===== config.mk =====
export PLATFORM = sky130hd
export DESIGN_NAME = emu_ram_scan_ctrl
export DESIGN_NICKNAME = d
export VERILOG_FILES = /design/src/rtl/emu_ram_scan_ctrl.sv
export SDC_FILE = /design/constraint.sdc
export NUM_CORES = 1
export LEC_CHECK = 0
export ABC_AREA = 1
export CAP_MARGIN = 15
export CELL_PAD_IN_SITES_DETAIL_PLACEMENT = 1
export CELL_PAD_IN_SITES_GLOBAL_PLACEMENT = 2
export CORE_MARGIN = 3
export CORE_UTILIZATION = 33
export DETAILED_ROUTE_END_ITERATION = 10
export PLACE_DENSITY = 0.84
export REMOVE_ABC_BUFFERS = 1
export SLEW_MARGIN = 25
export SYNTH_ARGS = -nofsm -noshare
export SYNTH_HDL_FRONTEND = slang
export SYNTH_SLANG_ARGS = --single-unit

===== constraint.sdc =====
create_clock -name host_clk -period 4.85 [get_ports host_clk]
set_input_delay 0.485 -clock host_clk [delete_from_list [all_inputs] [get_ports host_clk]]
set_output_delay 0.485 -clock host_clk [all_outputs]
set_load 0.02 [all_outputs]

===== src/rtl/emu_ram_scan_ctrl.sv =====
// ---------------------------------------------------------------------------
// emu_ram_scan_ctrl
//
// Dumps or restores one target memory through a SCAN_WIDTH-bit checkpoint
// port. Each DATA_WIDTH-bit memory word travels as BEATS beats, with beat k
// carrying word bits [k*SCAN_WIDTH +: SCAN_WIDTH]. On dump the last beat is
// zero-padded. On load the pad bits are dropped.
//
// Ports
//   host_clk, host_rst_n  clock, asynchronous active-low reset
//   scan_mode             1 = scan port live; 0 = inputs ignored, state frozen
//   ram_sr                restart: clears counters and buffers, latches ram_sd
//   ram_se                beat strobe (one beat per high cycle)
//   ram_sd                direction sampled at restart: 0 dump, 1 load
//   ram_di / ram_do       load beat in / dump beat out
//   ram_do_valid          ram_do carries a dump beat
//   ram_done              all DEPTH words transferred since the last restart
//   mem_ren/raddr/rdata   memory read port (rdata one cycle after ren)
//   mem_wen/waddr/wdata   memory write port
// ---------------------------------------------------------------------------
module emu_ram_scan_ctrl #(
  parameter int DATA_WIDTH = 128,
  parameter int DEPTH      = 8,
  parameter int SCAN_WIDTH = 64,
  localparam int AW        = $clog2(DEPTH),
  localparam int BEATS     = (DATA_WIDTH + SCAN_WIDTH - 1) / SCAN_WIDTH
) (
  input  logic                  host_clk,
  input  logic                  host_rst_n,
  input  logic                  scan_mode,
  input  logic                  ram_sr,
  input  logic                  ram_se,
  input  logic                  ram_sd,
  input  logic [SCAN_WIDTH-1:0] ram_di,
  output logic [SCAN_WIDTH-1:0] ram_do,
  output logic                  ram_do_valid,
  output logic                  ram_done,
  output logic                  mem_ren,
  output logic [AW-1:0]         mem_raddr,
  input  logic [DATA_WIDTH-1:0] mem_rdata,
  output logic                  mem_wen,
  output logic [AW-1:0]         mem_waddr,
  output logic [DATA_WIDTH-1:0] mem_wdata
);

  localparam int BW = (BEATS > 1) ? $clog2(BEATS) : 1;
  localparam int PW = BEATS * SCAN_WIDTH;   // word width padded to whole beats
  localparam int CW = AW + 1;               // must be able to hold DEPTH

  typedef enum logic [1:0] {
    S_IDLE = 2'd0,   // after reset, waiting for a restart
    S_DUMP = 2'd1,
    S_LOAD = 2'd2,
    S_DONE = 2'd3
  } state_t;

  state_t state, state_next;

  // Counters: word_cnt = words consumed (dump) / written (load);
  // xfer_cnt = reads issued (dump) / words assembled (load).
  logic [AW-1:0] word_cnt;
  logic [BW-1:0] beat_cnt;
  logic [CW-1:0] xfer_cnt;

  // Dump side: output word register plus one prefetch register.
  logic [DATA_WIDTH-1:0] out_word, pf_word;
  logic                  out_valid, pf_valid, rd_pending;
  logic [PW-1:0]         out_pad;

  // Load side: assembly register plus write holding register.
  logic [PW-1:0]         asm_reg, asm_full;
  logic [DATA_WIDTH-1:0] wbuf;
  logic                  wbuf_valid;

  logic active, restart;
  logic last_beat, last_word, xfer_left;
  logic dump_beat, dump_word, load_beat, load_word, write_word, issue_read;
  logic [1:0] occ;

  assign restart = scan_mode & ram_sr;
  assign active  = scan_mode & ~ram_sr;

  assign last_beat = (beat_cnt == BW'(BEATS - 1));
  assign last_word = (word_cnt == AW'(DEPTH - 1));
  assign xfer_left = (xfer_cnt < CW'(DEPTH));

  // A strobe without a valid beat is a host error and is simply dropped.
  assign dump_beat  = active & ram_se & (state == S_DUMP) & out_valid;
  assign dump_word  = dump_beat & last_beat;
  assign load_beat  = active & ram_se & (state == S_LOAD) & xfer_left;
  assign load_word  = load_beat & last_beat;
  assign write_word = active & (state == S_LOAD) & wbuf_valid;

  // Slots occupied at the next edge if no read is issued now. A read may go
  // out only if its data is guaranteed a slot when it returns; counting the
  // word being consumed this cycle keeps BEATS=1 at one beat per cycle.
  assign occ = 2'(out_valid) + 2'(pf_valid) + 2'(rd_pending) - 2'(dump_word);
  assign issue_read = active & (state == S_DUMP) & xfer_left & (occ < 2'd2);

  assign out_pad = PW'(out_word);

  // Current assembly register with this cycle's beat merged in, so the last
  // beat can be forwarded straight into the write holding register.
  always_comb begin
    asm_full = asm_reg;
    asm_full[beat_cnt*SCAN_WIDTH +: SCAN_WIDTH] = ram_di;
  end

  if (PW > DATA_WIDTH) begin : g_pad
    logic unused_pad;
    assign unused_pad = ^asm_full[PW-1:DATA_WIDTH];
  end

  // ---------------- state register ----------------
  always_ff @(posedge host_clk or negedge host_rst_n) begin
    if (!host_rst_n) state <= S_IDLE;
    else             state <= state_next;
  end

  // ---------------- next state ----------------
  always_comb begin
    state_next = state;
    if (restart) begin
      state_next = ram_sd ? S_LOAD : S_DUMP;
    end else begin
      case (state)
        S_DUMP:  if (dump_word && last_word)  state_next = S_DONE;
        S_LOAD:  if (write_word && last_word) state_next = S_DONE;
        default: ;
      endcase
    end
  end

  // ---------------- outputs ----------------
  always_comb begin
    mem_ren      = issue_read;
    mem_raddr    = issue_read ? xfer_cnt[AW-1:0] : '0;
    mem_wen      = write_word;
    mem_waddr    = write_word ? word_cnt : '0;
    mem_wdata    = wbuf;
    ram_done     = (state == S_DONE);
    ram_do_valid = out_valid & (state == S_DUMP);
    ram_do       = ram_do_valid ? out_pad[beat_cnt*SCAN_WIDTH +: SCAN_WIDTH] : '0;
  end

  // ---------------- datapath ----------------
  // Every enable is qualified by scan_mode, so with scan_mode=0 nothing moves
  // except a read already in flight, which must land in its reserved slot
  // because the memory presents its data for one cycle only.
  always_ff @(posedge host_clk or negedge host_rst_n) begin
    if (!host_rst_n) begin
      word_cnt   <= '0;
      beat_cnt   <= '0;
      xfer_cnt   <= '0;
      out_word   <= '0;
      pf_word    <= '0;
      out_valid  <= 1'b0;
      pf_valid   <= 1'b0;
      rd_pending <= 1'b0;
      asm_reg    <= '0;
      wbuf       <= '0;
      wbuf_valid <= 1'b0;
    end else if (restart) begin
      // A read returning next cycle is discarded: rd_pending is cleared.
      word_cnt   <= '0;
      beat_cnt   <= '0;
      xfer_cnt   <= '0;
      out_word   <= '0;
      pf_word    <= '0;
      out_valid  <= 1'b0;
      pf_valid   <= 1'b0;
      rd_pending <= 1'b0;
      asm_reg    <= '0;
      wbuf       <= '0;
      wbuf_valid <= 1'b0;
    end else begin
      rd_pending <= issue_read;
      if (issue_read || load_word) xfer_cnt <= xfer_cnt + 1'b1;

      // Refill the output register from prefetch first (oldest word), then
      // from returning read data; otherwise park returning data in prefetch.
      if (!out_valid || dump_word) begin
        if (pf_valid) begin
          out_word  <= pf_word;
          out_valid <= 1'b1;
          pf_valid  <= rd_pending;
          if (rd_pending) pf_word <= mem_rdata;
        end else if (rd_pending) begin
          out_word  <= mem_rdata;
          out_valid <= 1'b1;
        end else begin
          out_valid <= 1'b0;
        end
      end else if (rd_pending) begin
        pf_word  <= mem_rdata;
        pf_valid <= 1'b1;
      end

      if (dump_beat || load_beat) beat_cnt <= last_beat ? '0 : beat_cnt + 1'b1;
      // word_cnt saturates at DEPTH-1; the state machine records completion.
      if ((dump_word || write_word) && !last_word) word_cnt <= word_cnt + 1'b1;

      if (load_beat) asm_reg <= asm_full;
      if (load_word) begin
        wbuf       <= asm_full[DATA_WIDTH-1:0];
        wbuf_valid <= 1'b1;
      end else if (write_word) begin
        wbuf_valid <= 1'b0;
      end
    end
  end

endmodule


==> run_summary.xml <==
<?xml version="1.0" encoding="UTF-8"?>
<metrics>
  <group name="power_and_ir_drop">
    <metric name="net_switching_share_of_the_total_power" unit="">0.304</metric>
    <metric name="ir_drop" unit="mV">0.292</metric>
    <metric name="switchingPower" unit="mW">3.92</metric>
    <metric name="internal_power" unit="mW">8.99</metric>
    <metric name="power_frac_clock" unit="">0.367</metric>
    <metric name="pwr-share-seq" unit="">0.428</metric>
    <metric name="power_density" unit="mW/mm²">407</metric>
    <metric name="power.share.combinational" unit="">0.205</metric>
    <metric name="leakage" unit="nW">14.8</metric>
  </group>
  <group name="clock_network">
    <metric name="cts.path.max_buffers" unit="">3</metric>
    <metric name="cts_resizes" unit="">0</metric>
    <metric name="cts_max_level" unit="">2</metric>
    <metric name="numCtsBuffers" unit="">61</metric>
    <metric name="tritoncts_clock_tree" unit="">yes</metric>
    <metric name="clkSlewWorstSetupHoldPaths" unit="ns">0.06</metric>
    <metric name="cts_num_sinks" unit="">526</metric>
    <metric name="clkLatencyLatePin" unit="ns">0.62</metric>
    <metric name="clock-root-buffer" unit="">clkbuf_16</metric>
  </group>
  <group name="floorplanning">
    <metric name="floorplan.die.width" unit="µm">281</metric>
    <metric name="die_h" unit="µm">281</metric>
    <metric name="floorplan.io_pins" unit="">400</metric>
    <metric name="core.rowCount" unit="">100</metric>
    <metric name="coreArea" unit="mm²">0.0747</metric>
    <metric name="starting_utilization_of_the_core_area" unit="">0.335</metric>
    <metric name="die_area" unit="mm²">0.0791</metric>
  </group>
  <group name="sta">
    <metric name="min_period_over_period" unit="">0.840</metric>
    <metric name="unrepaired_setup_endpoints_after_global_routing" unit="">no</metric>
    <metric name="final_hold_viol_count" unit="">0</metric>
    <metric name="clock_skew" unit="ns">0.00763</metric>
    <metric name="worst_hold_slack" unit="ns">0.466</metric>
    <metric name="worst-slew-pin-transition" unit="ns">1.06</metric>
    <metric name="maxSlewViolCount" unit="">0</metric>
    <metric name="layout_min_cycle_time" unit="ns">4.07</metric>
    <metric name="timing.fmax" unit="GHz">0.246</metric>
    <metric name="max_slew_margin" unit="">0.297</metric>
    <metric name="setup_viol" unit="">0</metric>
  </group>
  <group name="synthesis">
    <metric name="postSynthAreaPerCell" unit="µm²">7.64</metric>
    <metric name="synth_warnings" unit="">0</metric>
    <metric name="netlist-cell-type-count" unit="">22</metric>
    <metric name="postSynthRegisterBits" unit="">526</metric>
    <metric name="synth-seq-area-share" unit="">0.527</metric>
    <metric name="synth.top_cell.area_share" unit="">0.527</metric>
    <metric name="postSynthCellCount" unit="">3269</metric>
    <metric name="top_cell_type_by_total_area_after_synthesis" unit="">dfrtp_1</metric>
    <metric name="synth_top_cells_by_area" unit="">dfrtp_1, nand2_1, o21ai_0</metric>
    <metric name="post_synth_instance_area" unit="mm²">0.0250</metric>
  </group>
  <group name="worst_setup_path">
    <metric name="worst-r2r-cell-count" unit="">8</metric>
    <metric name="critical_path.reg2reg.endpoint" unit="">pf_word[17]</metric>
    <metric name="rr_startpoint" unit="">pf_valid</metric>
    <metric name="worstPathRequired" unit="ns">4.37</metric>
    <metric name="reg2reg_setup_slack" unit="ns">1.55</metric>
    <metric name="critical_path_arrival" unit="ns">3.59</metric>
    <metric name="crit_fanout" unit="">44</metric>
    <metric name="critical_path_class" unit="">register to primary output</metric>
    <metric name="critPathLaunchType" unit="">register</metric>
    <metric name="critPathCaptureType" unit="">primary output</metric>
  </group>
  <group name="global_routing">
    <metric name="vias_in_the_first_global_route" unit="">23300</metric>
    <metric name="globalRoute.totalOverflow" unit="">0</metric>
    <metric name="grt_first_pass_wirelength" unit="µm">133000</metric>
    <metric name="antenna_found_initial" unit="">8</metric>
    <metric name="gr-usage-all-layers" unit="">0.208</metric>
    <metric name="grt_max_degree" unit="">129</metric>
  </group>
  <group name="route">
    <metric name="vias_per_cell" unit="">5.02</metric>
    <metric name="drt_iter0_drc" unit="">1392</metric>
    <metric name="wl_per_cell" unit="µm">18.4</metric>
    <metric name="drcViolationCount" unit="">0</metric>
    <metric name="routed_wirelength" unit="µm">83500</metric>
    <metric name="antenna_violating_nets_post_route" unit="">0</metric>
    <metric name="vias" unit="">22700</metric>
    <metric name="firstDrtPassIters" unit="">5</metric>
  </group>
  <group name="placement">
    <metric name="hpwlAfterDp" unit="µm">49700</metric>
    <metric name="finalWeightedCongestion" unit="">0.748</metric>
    <metric name="place.port_buffers" unit="">399</metric>
  </group>
  <group name="cells_and_area">
    <metric name="fillCellCount" unit="">9041</metric>
    <metric name="seqCellArea" unit="mm²">0.0132</metric>
    <metric name="final_common_cell" unit="">nand2_1</metric>
    <metric name="final_cell_mix" unit="">nand2_1, dfrtp_1, o21ai_0, clkdlybuf4s50_1, nor2_1</metric>
    <metric name="area_delta_synth_final" unit="%">26.9</metric>
    <metric name="nets" unit="">3715</metric>
    <metric name="share_of_cells_above_drive_strength_1" unit="">0.0419</metric>
    <metric name="utilization" unit="">0.425</metric>
    <metric name="multiInputGateArea" unit="mm²">0.0101</metric>
  </group>
  <group name="run">
    <metric name="max_cap_violations" unit="">0</metric>
  </group>
  <group name="hold_path">
    <metric name="worst_hold_path.endpoint" unit="">out_pad[56]</metric>
    <metric name="min_delay_path_depth" unit="">2</metric>
    <metric name="hold_path.class" unit="">register to register</metric>
    <metric name="hold_path.startpoint" unit="">out_pad[56]</metric>
  </group>
  <group name="status">
    <metric name="run_status" unit="">finished clean</metric>
  </group>
</metrics>
## critical path, stage by stage (launching register included)
cell and delay (ns):
dfrtp_4 0.85, nand2_2 0.28, inv_1 0.11, ha_1 0.23, inv_1 0.06, ha_1 0.22
nand2_1 0.09, nand3_1 0.08, nand2_1 0.07, nand2_1 0.20, nor2_1 0.15, clkdlybuf4s50_1 0.62
## worst max path at each step
stage / from / to / slack [ns] / cells after the start
after floorplan: ram_sr / mem_wdata[0] / -5.93 / 4
after global placement: ram_sr / mem_raddr[0] / 1.09 / 16
after detailed placement: scan_mode / mem_raddr[2] / 0.99 / 14
after CTS: beat_cnt / mem_raddr[2] / 0.67 / 11
after global routing: beat_cnt / mem_raddr[2] / 0.51 / 11
final: beat_cnt / mem_raddr[2] / 0.78 / 11
## cell families after synthesis
logic type,count (synthesis),synth area share
compound gates,584,0.117
xor+xnor,2,0.000701
fa+ha+maj,5,0.00250
buf+inv,419,0.0721
flops,526,0.527
simple gates,1733,0.281
## final cells by class
type	count	share of cell area
diodes	3	0.000237
clock buffers	100	0.0594
clock inverters	11	0.00509
inverters	158	0.0194
multi-input cells	2324	0.318
flip-flops and latches	526	0.415
well taps	969	0.0382
repair buffers	441	0.144
## power groups by stage
stage               logic, mW  registers, mW  clock network [mW]
floorplan                1.12           5.81                   0
global placement         2.64           5.57                   0
detailed placement       2.69           5.60                   0
CTS                      2.70           5.53                4.87
global route             2.99           5.62                5.05
finish                   2.65           5.52                4.73
## per-layer routing
| metal | vias up | global-route usage | part of all wire |
|---|---|---|---|
| met2 | 417 | 0.346 | 0.47 |
| met4 | 10 | 0.0481 | 0.021 |
| met5 | - | 0 | 0.00074 |
| met3 | 124 | 0.0393 | 0.050 |
| li1 | 11000 | - | - |
| met1 | 11200 | 0.283 | 0.46 |
## Yosys cell counts
cell type / instances
nand2_1: 1062
nand2_2: 1
o21ai_1: 56
xor2_1: 2
buf_2: 113
nand4_1: 130
ha_1: 5
a21oi_1: 69
o21ai_0: 458
nor2_2: 1
nor3_1: 1
buf_1: 10
clkbuf_1: 116
inv_2: 2
buf_6: 1
nand3b_1: 1
nand3_1: 143
nor2_1: 394
dfrtp_1: 526
buf_4: 21
a21oi_2: 1
inv_1: 156
## metrics by stage
stage,instance area [µm²],TNS (ns),total power [mW],cells,setup slack (ns)
after floorplan,23800,-1826.97,6.93,3008,-5.93
after global placement,29600,0,8.21,4416,1.09
after detailed placement,29600,0,8.29,4416,0.989
after CTS,31700,0,13.1,4528,0.665
after global routing,31700,0,13.7,4530,0.510
final,31700,0,12.9,4532,0.777
## what timing repair did
item / 4_1_cts / 5_1_grt
endpoints found under the hold margin: 86 / 0
setup buffers: 0 / 0
hold buffers: 1 / 0
No activity file was read; power rests on OpenSTA's default activity.
